<file path="src/rtl/control_unit.sv">
// -----------------------------------------------------------------------------
// control_unit
//   Instruction decoder. It takes the opcode (instruction[31:27]) and the
//   immediate bit (instruction[26]) and decodes them into a one-hot style
//   control vector. The control vector is registered, so the output is valid
//   one clock after the instruction is sampled. Bits 25:0 of the instruction
//   play no part in the decode.
//
// Ports
//   clk              in   1   system clock, rising edge
//   rst_n            in   1   asynchronous active-low reset; clears the output
//   instruction      in  32   instruction word to decode
//   control_signals  out 22   registered decoded control vector:
//                               0 isSt   1 isLd   2 isBeq  3 isBgt  4 isRet
//                               5 isImm  6 isWb   7 isUbr  8 isCall 9 isAdd
//                              10 isSub 11 isCmp 12 isMul 13 isDiv 14 isMod
//                              15 isLsl 16 isLsr 17 isAsr 18 isOr  19 isAnd
//                              20 isNot 21 isMov
// -----------------------------------------------------------------------------
module control_unit (
  input  logic        clk,
  input  logic        rst_n,
  input  logic [31:0] instruction,
  output logic [21:0] control_signals
);

  // opcode values
  localparam logic [4:0] OP_ADD  = 5'd0;
  localparam logic [4:0] OP_SUB  = 5'd1;
  localparam logic [4:0] OP_MUL  = 5'd2;
  localparam logic [4:0] OP_DIV  = 5'd3;
  localparam logic [4:0] OP_MOD  = 5'd4;
  localparam logic [4:0] OP_CMP  = 5'd5;
  localparam logic [4:0] OP_AND  = 5'd6;
  localparam logic [4:0] OP_OR   = 5'd7;
  localparam logic [4:0] OP_NOT  = 5'd8;
  localparam logic [4:0] OP_MOV  = 5'd9;
  localparam logic [4:0] OP_LSL  = 5'd10;
  localparam logic [4:0] OP_LSR  = 5'd11;
  localparam logic [4:0] OP_ASR  = 5'd12;
  localparam logic [4:0] OP_NOP  = 5'd13;
  localparam logic [4:0] OP_LD   = 5'd14;
  localparam logic [4:0] OP_ST   = 5'd15;
  localparam logic [4:0] OP_BEQ  = 5'd16;
  localparam logic [4:0] OP_BGT  = 5'd17;
  localparam logic [4:0] OP_B    = 5'd18;
  localparam logic [4:0] OP_CALL = 5'd19;
  localparam logic [4:0] OP_RET  = 5'd20;

  // control vector bit positions
  localparam int B_ST   = 0;
  localparam int B_LD   = 1;
  localparam int B_BEQ  = 2;
  localparam int B_BGT  = 3;
  localparam int B_RET  = 4;
  localparam int B_IMM  = 5;
  localparam int B_WB   = 6;
  localparam int B_UBR  = 7;
  localparam int B_CALL = 8;
  localparam int B_ADD  = 9;
  localparam int B_SUB  = 10;
  localparam int B_CMP  = 11;
  localparam int B_MUL  = 12;
  localparam int B_DIV  = 13;
  localparam int B_MOD  = 14;
  localparam int B_LSL  = 15;
  localparam int B_LSR  = 16;
  localparam int B_ASR  = 17;
  localparam int B_OR   = 18;
  localparam int B_AND  = 19;
  localparam int B_NOT  = 20;
  localparam int B_MOV  = 21;

  logic [4:0]  opcode;
  logic        imm_bit;
  logic        opcode_valid;
  logic [21:0] decoded;
  logic        unused_low_bits;

  assign opcode          = instruction[31:27];
  assign imm_bit         = instruction[26];
  assign unused_low_bits = ^instruction[25:0];

  // Opcodes 21-31 are undefined and must decode to all zeros, including
  // the immediate flag.
  assign opcode_valid = (opcode <= OP_RET);

  always_comb begin
    decoded        = '0;
    decoded[B_IMM] = opcode_valid & imm_bit;
    case (opcode)
      OP_ADD: begin
        decoded[B_ADD] = 1'b1;
        decoded[B_WB]  = 1'b1;
      end
      OP_SUB: begin
        decoded[B_SUB] = 1'b1;
        decoded[B_WB]  = 1'b1;
      end
      OP_MUL: begin
        decoded[B_MUL] = 1'b1;
        decoded[B_WB]  = 1'b1;
      end
      OP_DIV: begin
        decoded[B_DIV] = 1'b1;
        decoded[B_WB]  = 1'b1;
      end
      OP_MOD: begin
        decoded[B_MOD] = 1'b1;
        decoded[B_WB]  = 1'b1;
      end
      OP_CMP: begin
        decoded[B_CMP] = 1'b1;
      end
      OP_AND: begin
        decoded[B_AND] = 1'b1;
        decoded[B_WB]  = 1'b1;
      end
      OP_OR: begin
        decoded[B_OR] = 1'b1;
        decoded[B_WB] = 1'b1;
      end
      OP_NOT: begin
        decoded[B_NOT] = 1'b1;
        decoded[B_WB]  = 1'b1;
      end
      OP_MOV: begin
        decoded[B_MOV] = 1'b1;
        decoded[B_WB]  = 1'b1;
      end
      OP_LSL: begin
        decoded[B_LSL] = 1'b1;
        decoded[B_WB]  = 1'b1;
      end
      OP_LSR: begin
        decoded[B_LSR] = 1'b1;
        decoded[B_WB]  = 1'b1;
      end
      OP_ASR: begin
        decoded[B_ASR] = 1'b1;
        decoded[B_WB]  = 1'b1;
      end
      OP_NOP: begin
        // only the immediate flag may be set, handled above
      end
      // load and store use the adder to form the effective address
      OP_LD: begin
        decoded[B_LD]  = 1'b1;
        decoded[B_ADD] = 1'b1;
        decoded[B_WB]  = 1'b1;
      end
      OP_ST: begin
        decoded[B_ST]  = 1'b1;
        decoded[B_ADD] = 1'b1;
      end
      OP_BEQ: begin
        decoded[B_BEQ] = 1'b1;
      end
      OP_BGT: begin
        decoded[B_BGT] = 1'b1;
      end
      OP_B: begin
        decoded[B_UBR] = 1'b1;
      end
      // call writes the return address back to the link register
      OP_CALL: begin
        decoded[B_CALL] = 1'b1;
        decoded[B_UBR]  = 1'b1;
        decoded[B_WB]   = 1'b1;
      end
      OP_RET: begin
        decoded[B_RET] = 1'b1;
        decoded[B_UBR] = 1'b1;
      end
      default: begin
      end
    endcase
  end

  always_ff @(posedge clk or negedge rst_n) begin
    if (!rst_n) begin
      control_signals <= '0;
    end else begin
      control_signals <= decoded;
    end
  end

endmodule

</file>
<file path="config.mk">
export PLATFORM = sky130hd
export DESIGN_NAME = control_unit
export DESIGN_NICKNAME = d
export VERILOG_FILES = /design/src/rtl/control_unit.sv
export SDC_FILE = /design/constraint.sdc
export NUM_CORES = 1
export LEC_CHECK = 0
export CORE_UTILIZATION = 25
export CTS_CLUSTER_DIAMETER = 50
export DETAILED_ROUTE_END_ITERATION = 12
export SLEW_MARGIN = 20
export SYNTH_ARGS = -nofsm -noshare
export SYNTH_HDL_FRONTEND = slang
export SYNTH_SLANG_ARGS = --single-unit
</file>
<file path="constraint.sdc">
create_clock -name clk -period 0.8 [get_ports clk]
set_input_delay 0.24 -clock clk [delete_from_list [all_inputs] [get_ports clk]]
set_output_delay 0.24 -clock clk [all_outputs]
set_load 0.02 [all_outputs]
</file>
==> impl_metrics.env <==
export IMPL_fin_ws_ps=-276
export IMPL_critPathLaunchType="register"
export IMPL_die_area_um2=3620
export IMPL_p_comb_frac=0.165
export IMPL_syn_area_um2=846
export IMPL_ys_ff_latch=22
export IMPL_dpl_hpwl_mm=1.26
export IMPL_leakagePower_nw=0.670
export IMPL_port_buffers=29
export IMPL_drtIter0Drc=11
export IMPL_gr_usage_met3=0.0238
export IMPL_crit_fanout=1
export IMPL_h_tree_depth=1
export IMPL_endpoint_kind="output pin"
export IMPL_power_density_nw_per_um2=1520
export IMPL_drt_wl_total_mm=1.70
export IMPL_grt_use_met2=0.168
export IMPL_grt_busiest_layer="met2"
export IMPL_clk_pin_slew_ps=120
export IMPL_n_antenna_cell=0
export IMPL_place_inst=149
export IMPL_rsz0062_at_grt="yes"
export IMPL_required_ps=560
export IMPL_fillers=283
export IMPL_wl_per_cell_um=11.0
export IMPL_slew_viol_final=0
export IMPL_antenna_found_initial=0
export IMPL_ant_nets=0
export IMPL_slowest_stage="dfrtp_1"
export IMPL_violations="setup timing"
export IMPL_p_sw_frac=0.243
export IMPL_cap_violations=0
export IMPL_setup_viol=22
export IMPL_startpoint="control_signals[8]$_DFF_PN0_"
export IMPL_max_freq_mhz=929
export IMPL_syn_nets=104
export IMPL_syn_avg_cell_area_um2=12.1
export IMPL_worst_path_largest_cell_delay_ps=400
export IMPL_core_area_um2=3130
export IMPL_status="complete, but fails checks"
export IMPL_cts_buffers=3
export IMPL_final_common_cell="buf_6"
export IMPL_intPower_mw=1.58
export IMPL_die_width_um=60.2
export IMPL_hold_viol=0
export IMPL_ios=56
export IMPL_period_share=1.35
export IMPL_syn2layout_area_growth_pct=62.3
export IMPL_cts_root_buf="clkbuf_4"
export IMPL_reg_top3="control_signals x22"
export IMPL_drt_pass1_iterations=2
export IMPL_hold_ws_ps=262
export IMPL_yosysWarnings=0
export IMPL_multi_input_area_um2=303
export IMPL_regMostFlops="control_signals"
export IMPL_netlist_instances=70
export IMPL_drc=0
export IMPL_overflow=0
export IMPL_max_vdd_ir_drop_mv=0.459
export IMPL_largest_reg_flops=22
export IMPL_cts_sinks=22
export IMPL_totalPowerFinal_mw=2.09
export IMPL_cts_buffer_depth=2
export IMPL_die_y_um=60.2
export IMPL_min_period_ps=1080
export IMPL_tritoncts="yes"
export IMPL_num_vias=625
export IMPL_critPathBufInv=1
export IMPL_regArea_um2=551
export IMPL_crit_chain="buf_6"
export IMPL_initial_core_util=0.270
export IMPL_power_share_clock=0.285
export IMPL_synthDistinctLibCells=19
export IMPL_finalNonFillerCells=154
export IMPL_crit_type="reg2out"
export IMPL_p_seq_frac=0.550
export IMPL_switchingPower_mw=0.508
export IMPL_synth_seq_area_share=0.651
export IMPL_final_nets=145
export IMPL_grt_max_degree=23
export IMPL_hold_class="in2async"
export IMPL_drive_above_1_share=0.500
export IMPL_cp_arrival_ps=840
export IMPL_met1_usage=0.136
export IMPL_grt_pass1_wl_mm=2.75
export IMPL_via_per_inst=4.06
export IMPL_final_cell_mix="24 x buf_6, 22 x dfrtp_1, 11 x nor2_1"
export IMPL_max_slew_margin=0.873
export IMPL_grt_pass1_vias=609
export IMPL_crit_family="flip-flops"
export IMPL_grt_usage=0.106
export IMPL_gp_congestion=0.746
export IMPL_rows=20
export IMPL_worst_slew_pin_slew_ps=190
-- routing by layer --
layer	up-vias	routed length, um
li1	306	-
met2	19	824
met4	0	11
met1	298	747
met3	2	112
met5	-	0
-- per-stage QoR --
| stage | setup TNS, ps | instance area, um^2 | setup WS [ps] | utilization |
|---|---|---|---|---|
| after CTS | -5930 | 1380 | -288 | 0.440 |
| after global placement | -19270 | 1260 | -580 | 0.402 |
| after global routing | -6540 | 1370 | -315 | 0.439 |
| after detailed placement | -19700 | 1260 | -684 | 0.402 |
| after floorplan | -582 | 872 | -69.2 | - |
| final | -5730 | 1370 | -276 | 0.439 |
-- cells by family after synthesis --
logic type | count (synthesis) | share of synthesized area
muxes | 1 | 0.0118
AOI/OAI and AO/OA | 4 | 0.0385
DFF | 22 | 0.651
and+or+nand+nor | 37 | 0.250
buffers and inverters | 6 | 0.0488
-- power by group through the flow --
| stage | clock, mW | sequential [mW] | combinational [mW] |
|---|---|---|---|
| after floorplan | 0 | 1.20 | 0.124 |
| after global placement | 0 | 1.17 | 0.314 |
| after detailed placement | 0 | 1.17 | 0.318 |
| after CTS | 0.607 | 1.15 | 0.348 |
| after global routing | 0.670 | 1.15 | 0.376 |
| final | 0.596 | 1.15 | 0.345 |
-- worst max-delay path by stage --
stage / end / cells past startpoint
floorplan: control_signals[9]$_DFF_PN0_ / 3
global placement: control_signals[9]$_DFF_PN0_ / 3
detailed placement: control_signals[16]$_DFF_PN0_ / 3
CTS: control_signals[16] / 1
global route: control_signals[16] / 1
finish: control_signals[8] / 1
-- cell type report --
type                    count  share of cell area
inverters                   1             0.00273
well taps                  44              0.0401
repair buffers             41               0.309
flip-flops and latches     22               0.401
multi-input cells          42               0.221
clock buffers               4              0.0264
-- Yosys cell counts, drive strengths merged --
cell type  count  area [um^2]
a21oi          2         10.0
buf            5         37.5
dfrtp         22          551
inv            1         3.75
mux2i          1         10.0
nand2          6         22.5
nand2b         5         31.3
nand3          1         5.00
nor2          13         48.8
nor2b          1         6.26
nor3           8         72.6
nor3b          1         7.51
o211a          1         10.0
o22ai          1         12.5
or2            1         6.26
or3            1         11.3
-- repair_timing --
| action | in CTS | in global routing |
|---|---|---|
| hold endpoints to repair | 0 | 0 |
| hold buffers | 0 | 0 |
| gates resized for setup | 151 | 8 |
| buffers inserted | 1 | 0 |
| setup endpoints to repair | 44 | 27 |
| pin swaps | 3 | 1 |
No activity file was read; power rests on OpenSTA's default activity.
